==> src/rtl/mem_stage_pkg.sv <==
// Shared types and constants for the MEM-stage controller: FSM states,
// default widths, alignment mask and error-cause codes.
package mem_stage_pkg;

  localparam int DEF_ADDR_W      = 32;
  localparam int DEF_DATA_W      = 32;
  localparam int DEF_REG_W       = 5;
  localparam int DEF_TIMEOUT_CYC = 64;

  localparam logic [1:0] ALIGN_MASK = 2'b11;

  localparam logic [1:0] ERR_NONE     = 2'd0;
  localparam logic [1:0] ERR_MISALIGN = 2'd1;
  localparam logic [1:0] ERR_ILLEGAL  = 2'd2;
  localparam logic [1:0] ERR_TIMEOUT  = 2'd3;

  typedef enum logic [1:0] {
    IDLE,
    REQ,
    WAIT_R,
    DONE
  } state_t;

  // Classifies a memory op at accept time; only meaningful when rd|wr.
  function automatic logic [1:0] classify_op(input logic rd, input logic wr,
                                             input logic [1:0] addr_lo);
    logic [1:0] cause;
    cause = ERR_NONE;
    if (rd && wr)
      cause = ERR_ILLEGAL;
    else if ((addr_lo & ALIGN_MASK) != 2'b00)
      cause = ERR_MISALIGN;
    return cause;
  endfunction

endpackage

==> src/rtl/mem_timeout_ctr.sv <==
// Bus-transaction watchdog: cleared when a transaction is accepted, counts
// while enabled and flags expiry on the TIMEOUT_CYC-th enabled cycle.
module mem_timeout_ctr #(
  parameter int TIMEOUT_CYC = 64
) (
  input  logic clk,
  input  logic reset,
  input  logic clear,
  input  logic enable,
  output logic expire
);

  localparam int CNT_W = (TIMEOUT_CYC > 2) ? $clog2(TIMEOUT_CYC) : 1;

  logic [CNT_W-1:0] count;

  assign expire = enable && (count == CNT_W'(TIMEOUT_CYC - 1));

  always_ff @(posedge clk or negedge reset) begin
    if (!reset)
      count <= '0;
    else if (clear)
      count <= '0;
    else if (enable && !expire)
      count <= count + CNT_W'(1);
  end

endmodule

==> src/rtl/mem_stage_ctrl.sv <==
// MEM-stage controller: turns one EX/MEM entry into a req/gnt + rvalid
// data-memory transaction, stalls upstream meanwhile, emits a write-back record.
module mem_stage_ctrl
  import mem_stage_pkg::*;
#(
  parameter int ADDR_W      = DEF_ADDR_W,
  parameter int DATA_W      = DEF_DATA_W,
  parameter int REG_W       = DEF_REG_W,
  parameter int TIMEOUT_CYC = DEF_TIMEOUT_CYC
) (
  input  logic              clk,
  input  logic              reset,
  input  logic              in_valid,
  input  logic              mem_read,
  input  logic              mem_write,
  input  logic              mem_to_reg,
  input  logic              reg_write,
  input  logic [ADDR_W-1:0] alu_result,
  input  logic [DATA_W-1:0] store_data,
  input  logic [REG_W-1:0]  dest_reg,
  output logic              stall,
  output logic              dm_req,
  output logic              dm_we,
  output logic [ADDR_W-1:0] dm_addr,
  output logic [DATA_W-1:0] dm_wdata,
  input  logic              dm_gnt,
  input  logic              dm_rvalid,
  input  logic [DATA_W-1:0] dm_rdata,
  output logic              wb_valid,
  output logic              wb_reg_write,
  output logic [REG_W-1:0]  wb_dest,
  output logic [DATA_W-1:0] wb_data,
  output logic              mem_err
);

  state_t            state;
  logic              lat_mem_to_reg;
  logic              lat_reg_write;
  logic [REG_W-1:0]  lat_dest;
  logic              accept;
  logic              is_mem;
  logic              expire;
  logic [1:0]        fault;
  logic [DATA_W-1:0] load_data;

  assign accept = (state == IDLE) || (state == DONE);
  assign is_mem = mem_read || mem_write;
  assign stall  = (state == REQ) || (state == WAIT_R);
  // expire can only be high while stalled, so in accept states fault is the op class.
  assign fault  = expire ? ERR_TIMEOUT : classify_op(mem_read, mem_write, alu_result[1:0]);
  // dm_addr doubles as the latched ALU result for the write-back path.
  assign load_data = lat_mem_to_reg ? dm_rdata : DATA_W'(dm_addr);

  mem_timeout_ctr #(
    .TIMEOUT_CYC(TIMEOUT_CYC)
  ) u_timeout (
    .clk   (clk),
    .reset (reset),
    .clear (accept),
    .enable(stall),
    .expire(expire)
  );

  always_ff @(posedge clk or negedge reset) begin
    if (!reset) begin
      state          <= IDLE;
      dm_req         <= 1'b0;
      dm_we          <= 1'b0;
      dm_addr        <= '0;
      dm_wdata       <= '0;
      wb_valid       <= 1'b0;
      wb_reg_write   <= 1'b0;
      wb_dest        <= '0;
      wb_data        <= '0;
      mem_err        <= 1'b0;
      lat_mem_to_reg <= 1'b0;
      lat_reg_write  <= 1'b0;
      lat_dest       <= '0;
    end else begin
      wb_valid <= 1'b0;
      mem_err  <= 1'b0;
      case (state)
        IDLE, DONE: begin
          state <= IDLE;
          if (in_valid) begin
            if (!is_mem) begin
              wb_valid     <= 1'b1;
              wb_reg_write <= reg_write;
              wb_dest      <= dest_reg;
              wb_data      <= DATA_W'(alu_result);
            end else if (fault != ERR_NONE) begin
              wb_valid     <= 1'b1;
              wb_reg_write <= 1'b0;
              wb_dest      <= dest_reg;
              mem_err      <= 1'b1;
            end else begin
              state          <= REQ;
              dm_req         <= 1'b1;
              dm_we          <= mem_write;
              dm_addr        <= alu_result;
              dm_wdata       <= store_data;
              lat_mem_to_reg <= mem_to_reg;
              lat_reg_write  <= reg_write;
              lat_dest       <= dest_reg;
            end
          end
        end
        REQ, WAIT_R: begin
          if (fault == ERR_TIMEOUT) begin
            state        <= DONE;
            dm_req       <= 1'b0;
            dm_we        <= 1'b0;
            wb_valid     <= 1'b1;
            wb_reg_write <= 1'b0;
            wb_dest      <= lat_dest;
            wb_data      <= DATA_W'(dm_addr);
            mem_err      <= 1'b1;
          end else if (state == REQ && dm_gnt) begin
            dm_req <= 1'b0;
            dm_we  <= 1'b0;
            if (dm_we) begin
              state        <= DONE;
              wb_valid     <= 1'b1;
              wb_reg_write <= 1'b0;
              wb_dest      <= lat_dest;
              wb_data      <= DATA_W'(dm_addr);
            end else if (dm_rvalid) begin
              state        <= DONE;
              wb_valid     <= 1'b1;
              wb_reg_write <= lat_reg_write;
              wb_dest      <= lat_dest;
              wb_data      <= load_data;
            end else begin
              state <= WAIT_R;
            end
          end else if (state == WAIT_R && dm_rvalid) begin
            state        <= DONE;
            wb_valid     <= 1'b1;
            wb_reg_write <= lat_reg_write;
            wb_dest      <= lat_dest;
            wb_data      <= load_data;
          end
        end
        default: state <= IDLE;
      endcase
    end
  end

endmodule

==> config.mk <==
export PLATFORM = sky130hd
export DESIGN_NAME = mem_stage_ctrl
export DESIGN_NICKNAME = d
export VERILOG_FILES = /design/src/rtl/mem_stage_pkg.sv /design/src/rtl/mem_timeout_ctr.sv /design/src/rtl/mem_stage_ctrl.sv
export SDC_FILE = /design/constraint.sdc
export NUM_CORES = 1
export LEC_CHECK = 0
export CAP_MARGIN = 5
export CORE_MARGIN = 2
export CORE_UTILIZATION = 55
export DETAILED_ROUTE_END_ITERATION = 7
export DONT_BUFFER_PORTS = 1
export PLACE_DENSITY = 0.78
export SYNTH_ARGS = -nofsm -noshare
export SYNTH_HDL_FRONTEND = slang
export SYNTH_SLANG_ARGS = --single-unit
==> constraint.sdc <==
create_clock -name clk -period 3.5 [get_ports clk]
set_input_delay 0.35 -clock clk [delete_from_list [all_inputs] [get_ports clk]]
set_output_delay 0.35 -clock clk [all_outputs]
set_load 0.01 [all_outputs]
== After elaboration in Yosys (flattened, before gate mapping) ==
Index checks and enable logic that the tools add are counted.
Storage, ports and cells
  bits in registers: 121
  bits of input ports: 110
  output and inout port bits: 107
  word-level logic and storage cells: 112
Cells by class
  $add $sub $neg: 1
  equality and inequality tests: 13
  muxes and demuxes: 64
  bitwise gates (word level): 1
  reductions and logical operators: 19
Operators by type and width (count)
  two-way mux 32 bit: 8
  case mux 32 bit (2 select lines): 1
  two-way mux 5 bit: 8
  two-way mux 1 bit: 33
  AND reduction 4 bit: 4
  two-way mux 6 bit: 2
  two-way mux 2 bit: 5
  case mux 1 bit (2 select lines): 5
  case mux 5 bit (2 select lines): 1
  != test 2 bit (second input constant): 4
  adder 6 x 1 -> 6 bit (second input constant): 1
  == test 2 bit (second input constant): 3
  == test 6 bit (second input constant): 1
  != test 3 bit (second input constant): 2
  nonzero test 2 bit: 3
  logical AND 1 bit: 5
  != test 5 bit (second input constant): 1
  != test 4 bit (second input constant): 1
  case mux 2 bit (2 select lines): 1
  OR reduction 2 bit: 2
  logical OR 1 bit: 3
  == test 2 x 1 -> 1 bit (second input constant): 1
  logical NOT 2 bit: 1
  logical NOT 1 bit: 1
  NOT 1 bit: 1

== Longest topological paths before layout ==
Gate-level depths: netlist (run 1).
  depth after elaboration: 9
  gate-level depth with buffers: 9
  gate-level depth less buffers: 7

== By module ==
A second synthesis (run 1) with hierarchy kept.
Unflattened totals
  cells, all modules: 445
  area, all modules: 5616.6 µm²
By module, submodules not included
  mem_stage_ctrl: instances 1, cells each 403, area an instance 5242.5 µm², seq. area each 2877.8 µm²
  mem_timeout_ctr: instances 1, cells each 42, area an instance 374.1 µm², seq. area each 150.1 µm²

== Worst setup path after synthesis (run 1) ==
No wires, ideal clock.
  kind: reg-to-reg
  start point: register state[0]
  end point: register wb_reg_write
  library setup time: 0.127 ns
  arrival: 1.765 ns
  required time: 3.373 ns
  slack: 1.607 ns
  stages on the path, launching flop included: 9
  path buffers: 2
  clock period less this slack: 1.893 ns
  cells stage by stage: dfrtp_1 inv_1 ha_1 buf_2 nand2_1 nor3_2 or2_0 buf_2 mux2_1
On the way
  word-level cells in the longest chain between the ends: 7
  elaborated cells on any way between the ends: 21
  those cells by class: eq/ne: 8; mux: 4; reduce/logical: 9
RTL lines
  start, declared: line mem_stage_ctrl.sv:36  | state_t state;
  start signal, assigned: line mem_stage_ctrl.sv:66  | state <= IDLE;
  start signal, assigned: line mem_stage_ctrl.sv:84  | state <= IDLE;
  start signal, assigned: line mem_stage_ctrl.sv:97  | state <= REQ;
  == test 2 x 1 -> 1 bit or == test 2 bit (tied branches)
  logical OR 1 bit: line mem_stage_ctrl.sv:48  | assign stall = (state == REQ) || (state == WAIT_R);
  logical AND 1 bit: line mem_timeout_ctr.sv:17  | assign expire = enable && (count == CNT_W'(TIMEOUT_CYC - 1));
  two-way mux 2 bit: line mem_stage_ctrl.sv:50  | assign fault = expire ? ERR_TIMEOUT : classify_op(mem_read, mem_write, alu_result[1:0]);
  == test 2 bit or nonzero test 2 bit (tied branches): line mem_stage_ctrl.sv:109, mem_stage_ctrl.sv:91
  != test 5 bit (no line), or another cell as far along
  AND reduction 4 bit (no line) or case mux 1 bit (2 select lines) (tied branches)
  end signal, assigned: line mem_stage_ctrl.sv:88  | wb_reg_write <= reg_write;
  end signal, assigned: line mem_stage_ctrl.sv:130  | wb_reg_write <= lat_reg_write;
  end signal, assigned: line mem_stage_ctrl.sv:139  | wb_reg_write <= lat_reg_write;
  end, declared: line mem_stage_ctrl.sv:30  | output logic wb_reg_write,
Parallel ways exist; a longest one is shown, timed or not.
A chain may end at the register's enable or synchronous reset.

== Final worst setup path (run 1) ==
  start point: register state[0]
  end point: register wb_data[27]
On the way
  word-level cells in the longest chain between the ends: 7
  elaborated cells on any way between the ends: 20
  those cells by class: eq/ne: 8; mux: 4; reduce/logical: 8
RTL lines
  == test 2 x 1 -> 1 bit or == test 2 bit (tied branches)
  logical OR 1 bit: line mem_stage_ctrl.sv:48
  logical AND 1 bit: line mem_timeout_ctr.sv:17
  two-way mux 2 bit: line mem_stage_ctrl.sv:50
  == test 2 bit: line mem_stage_ctrl.sv:109  | if (fault == ERR_TIMEOUT) begin
  != test 5 bit (no line), or another cell as far along
  AND reduction 4 bit (no line) or case mux 32 bit (2 select lines) (tied branches)
  end signal, assigned: line mem_stage_ctrl.sv:116  | wb_data <= DATA_W'(dm_addr);
  end signal, assigned: line mem_stage_ctrl.sv:126  | wb_data <= DATA_W'(dm_addr);
  end signal, assigned: line mem_stage_ctrl.sv:132  | wb_data <= load_data;
  end, declared: line mem_stage_ctrl.sv:32  | output logic [DATA_W-1:0] wb_data,
Parallel ways exist; a longest one is shown, timed or not.

==> metrics.yaml, run 1 <==
pwr-share-clk: 0.238
wl_met3_um: 1499
synth_nets: 548
core_um2: 9864
ir_worst_vdd_mv: 0.5388
synth_edf_count: 0
drt-met1-wl_um: 5444
max_stage_delay_ns: 0.77
internal-power_mw: 4.722
grtUsageTotal: 0.2769
drc_errors: 0
cts_buffers: 17
synth_area_leaders: "dfrtp_1, mux2_2, a211oi_2"
cts_hold_buffers: 72
r2r-end: "wb_data[27]"
finalSetupViolations: 0
cts_setup_buffers: 0
rsz0062_at_grt: "false"
yosysMostFrequentCell: "dfrtp_1"
grt_pass1_vias: 4398
grt_start_max_net_pins: 122
finalCritPeriodShare: 0.7584
hpwl_um: 9127
maxCapViolations: 0
clk_path_buf_depth: 2
max_freq_mhz: 376.8
rows: 36
path_class: "reg -> reg"
ios: 217
r2r_cells: 8
critPathArrivalTime_ns: 3.08
fp.dieArea_um2: 11040
worst_slack_ns: 0.8458
netlist_instances: 435
place_ws_ns: 0.9105
p_seq_frac: 0.373
drive_gt1_frac: 0.2689
fin_worst_skew_ns: 0.01425
cts_tree: "built"
clock-sinks: 121
cts_resized: 0
start_util: 0.5698
reg2reg_from: "state[0]"
final_core_utilization: 0.7136
die_h_um: 105.1
die_width_um: 105.1
routed.top_layer: "met4"
cts_htree_levels: 4
crit_chain: "inv_1 > ha_2 > buf_4 > nand3_1 > nor2_1 > nor2_2 > buf_4 > o2bb2ai_1"
power_leakage_nw: 2.970
vias_per_cell: 6.137
synthTopCellsByCount: "dfrtp_1, mux2_2, a21oi_1"
timing.final.crit_period_ns: 2.654
insertion_delay_ns: 0.51
worstHoldEndpoint: "wb_data[8]"
first_pass_iters: 4
wl_per_cell_um: 22.25
required_ns: 3.92
status: "complete, no violations"
critPathSlowestCell: "nor2_2"
path_common_cell: "buf_4"
synth_largest_area_cell: "dfrtp_1"
switching_share: 0.4058
netlist_area_um2: 5620
area_growth_pct: 25.24
slew_viol_final: 0
fill_cells: 615
ys.flop_type: "dfrtp_1"
avgSynthCellArea_um2: 12.92
combPwrFrac: 0.389
start_kind: "flop"
met2_length_um: 7307
clockRootBuffer: "clkbuf_8"
cp_top_family: "simple AND/OR/NAND/NOR gates"
grt_pass1_wl_um: 23680
portBuffers: 0
routed_wl_um: 14470
cp_num_buf_inv: 3
num_vias: 3989
relSlewSlack: 0.3218
ys_seq_area_frac: 0.5387
switchingPower_mw: 3.225
synth.distinct_cells: 38
yosysWarnings: 0
path_clk_slew_ns: 0.06
yosys.area.top_type_share: 0.5387
reg.largest.list: "dm_addr (32), dm_wdata (32), wb_data (32)"
place_congestion: 0.8184
critPathCaptureType: "flop"
hold_viol_final: 0
min_from: "alu_result[8]"
fin_nets: 617
ant_nets: 0
n_antenna_cell: 0
powerDensity_nw_per_um2: 1129
async_flop_share: 1.000
worst_pin_slew_ns: 1.016
drt-initial-drc-count: 236
min_path_type: "in -> reg"
rrSetupSlack_ns: 0.85
grt-ovfl-total: 0
ys_ff_latch: 121
antenna_found_initial: 0
cp_max_fo: 28
tns_ns: 0
min_path_cells: 2
-- cells by family after synthesis --
| group | Yosys count | share of synthesized area |
|---|---|---|
| compound gates | 123 | 0.1792 |
| xor+xnor | 3 | 0.004676 |
| fa+ha+maj | 3 | 0.006679 |
| buf+inv | 39 | 0.04875 |
| flops | 121 | 0.5387 |
| mux | 76 | 0.1509 |
| simple gates | 70 | 0.07102 |
-- per-layer routing --
layer	up-vias	track usage
met2	230	0.4596
met4	0	0.09714
met1	2014	0.3274
met3	19	0.1085
met5	-	0
li1	1726	-
-- power by group through the flow --
stage                     logic [mW]  clock network (mW)  registers (mW)
after global placement          2.79                   0            2.94
after CTS                       3.06                1.92            2.95
after global routing            3.40                2.00            3.04
after floorplan                 2.45                   0            2.76
final                           3.09                1.89            2.96
after detailed placement        2.95                   0            2.95
-- how the worst max path moves through the flow --
| stage | start | endpoint | slack (ns) | depth (start not counted) |
|---|---|---|---|---|
| global route | state[1] | wb_data[27] | 0.72 | 8 |
| finish | state[0] | wb_data[27] | 0.85 | 8 |
| detailed placement | state[0] | wb_data[21] | 0.91 | 8 |
| CTS | state[0] | wb_data[24] | 0.87 | 8 |
| floorplan | state[0] | wb_reg_write | 1.61 | 8 |
| global placement | state[0] | wb_data[24] | 0.99 | 8 |
-- cell type report --
type | instances | area, um^2 | share of cell area
flip-flops and latches | 121 | 3028 | 0.4301
multi-input cells | 275 | 2350 | 0.3338
repair buffers | 83 | 820.8 | 0.1166
clock buffers | 21 | 459.2 | 0.06523
clock inverters | 11 | 192.7 | 0.02737
well taps | 133 | 166.4 | 0.02364
inverters | 6 | 22.52 | 0.003199
-- stage by stage --
stage	power (mW)	cell area (um^2)	hold WS, ns	std cells
floorplan	5.208	5620	0.05441	435
global placement	5.732	5649	0.05781	546
detailed placement	5.901	5649	0.05742	546
CTS	7.926	7039	0.002465	650
global route	8.441	7039	0.005990	650
finish	7.947	7039	0.02360	650
-- placed cells by master, fill, tap and decap left out, types with 7 or more instances in the layout --
master and instances:
dfrtp_1 121, dlygate4sd3_1 71, mux2_2 56, a21oi_1 42
and2_1 34, o2bb2ai_1 32, a211oi_2 30, clkbuf_16 16
mux2_1 14, buf_4 11, nor2_1 9, nor3_1 7
Power figures use the tool's default switching activity.
==> run 2, diff against run 1 <==
==> constraint.sdc (replaced) <==
create_clock -name clk -period 2.7 [get_ports clk]
set_input_delay 0.27 -clock clk [delete_from_list [all_inputs] [get_ports clk]]
set_output_delay 0.27 -clock clk [all_outputs]
set_load 0.01 [all_outputs]
==> metrics.yaml, run 2 (same netlist as run 1, synthesis figures left out) <==
status: "complete, but fails checks"
violations: "hold timing"
grt_pass1_vias: 4608  # +4.8%
cts_tree: "built"
rrSetupSlack_ns: 0.38  # -0.47 ns
finalCritPeriodShare: 0.8606  # +0.1023
drc_errors: 0  # unchanged
required_ns: 3.13  # -0.79 ns
start_util: 0.5698  # unchanged
tns_ns: 0  # unchanged
wl_per_cell_um: 22.14  # -0.49%
placed_area_um2: 5702  # +0.93%
core_um2: 9864  # unchanged
ir_worst_vdd_mv: 0.7653  # +42%
clockRootBuffer: "clkbuf_8"
timing.final.crit_period_ns: 2.324  # -0.3306 ns
reg.largest.list: "dm_addr (32), dm_wdata (32), wb_data (32)"
portBuffers: 0  # unchanged
die_h_um: 105.1  # unchanged
worst_pin_slew_ns: 0.9049  # -0.1114 ns
finalSetupViolations: 0  # unchanged
slew_viol_final: 0  # unchanged
relSlewSlack: 0.3941  # +0.07231
final_cells: 686  # +5.5%
placed_cells: 548  # +0.37%
layout_common_cells: "dfrtp_1, dlygate4sd3_1, mux2_2"
grt_pass1_wl_um: 24540  # +3.6%
area_growth_pct: 30.43
cts_htree_levels: 4  # unchanged
ios: 217  # unchanged
cts_hold_buffers: 106  # +47%
rsz0062_at_grt: "false"
grt_start_max_net_pins: 122  # unchanged
cts_setup_buffers: 0  # unchanged
max_freq_mhz: 430.4  # +14%
critPathArrivalTime_ns: 2.75  # -0.33 ns
critPathCaptureType: "flop"
rows: 36  # unchanged
routed_wl_um: 15190  # +5.0%
p_total_mw: 10.16  # +28%
grt-ovfl-total: 0  # unchanged
path_clk_slew_ns: 0.06  # about the same
die_width_um: 105.1  # unchanged
start_kind: "flop"
maxCapViolations: 0  # unchanged
num_vias: 4104  # +2.9%
ant_nets: 0  # unchanged
antenna_found_initial: 0  # unchanged
drt-initial-drc-count: 299  # +27%
place_congestion: 0.8022  # -2.0%
hold_viol_final: 121  # +121
grtUsageTotal: 0.2872  # +0.01028
fp.dieArea_um2: 11040  # unchanged
worst_slack_ns: 0.3763  # -0.4694 ns
first_pass_iters: 4  # unchanged
fin_nets: 653  # +5.8%
mostFrequentLayoutCell: "dfrtp_1"
whs_ns: -0.5531  # -0.5767 ns
cts_buffers: 17  # unchanged
min_path_type: "in -> async"
cp_max_fo: 32  # +14%
path_class: "reg -> reg"
clock-sinks: 121  # unchanged
insertion_delay_ns: 0.52  # about the same
final_core_utilization: 0.7432  # +0.02955
place_ws_ns: 0.4235  # -0.4870 ns
hpwl_um: 9318  # +2.1%
final_area_um2: 7331  # +4.1%
cts_resized: 0  # unchanged
powerDensity_nw_per_um2: 1387  # +23%
vias_per_cell: 5.983  # -2.5%
n_antenna_cell: 0  # unchanged
r2r_cells: 6  # -2
power_leakage_nw: 3.087  # +4.0%
clk_path_buf_depth: 2  # unchanged
drive_gt1_frac: 0.2550  # -0.01389
fin_worst_skew_ns: 0.005506  # -0.008743 ns
[run 2: changes by cell type in the layout (fill, tap and decap cells not counted), moves of 2 or more]
cell	previous run	this run
buf_12	0	3
bufinv_16	5	2
clkbuf_8	4	1
clkinv_2	2	4
clkinv_4	2	4
clkinvlp_4	2	4
dlygate4sd3_1	71	106
[run 2: final cells by class]
type / instances / area [um^2]
clock buffer: 17 / 414.1
tap: 133 / 166.4
fill: 592 / 2534
multi-input combinational: 275 / 2350
inverter: 6 / 22.52
timing repair buffer: 119 / 1196
clock inverter: 15 / 153.9
sequential: 121 / 3028
[run 2: path summary, 6_finish.rpt]
check	from	to
setup / recovery	u_timeout.count[0]	wb_data[15]
hold / removal	reset	dm_wdata[4]
setup reg to reg	u_timeout.count[0]	wb_data[15]
hold reg to reg	lat_dest[1]	lat_dest[1]
max in group asynchronous	reset	dm_wdata[1]
min in group clk	alu_result[0]	wb_valid
[run 2: power by group]
| part | total (mW) | switching, mW | internal [mW] |
|---|---|---|---|
| Combinational | 4.15 | 2.31 | 1.84 |
| Sequential | 3.86 | 1.12 | 2.74 |
| Clock | 2.15 | 0.842 | 1.31 |
| Total | 10.2 | 4.28 | 5.89 |
[run 2: metal layers]
metal / share of wire / GRT usage
met5: 0 / 0
met4: 0.013 / 0.09619
met3: 0.090 / 0.1042
met2: 0.51 / 0.4852
met1: 0.39 / 0.3397
[run 2: critical path, cell delays in order (launching register included)]
cell,delay (ns)
dfrtp_1,0.41
ha_1,0.27
nand2_1,0.11
or2_1,0.38
and3_4,0.67
a211oi_2,0.17
o2bb2ai_1,0.22
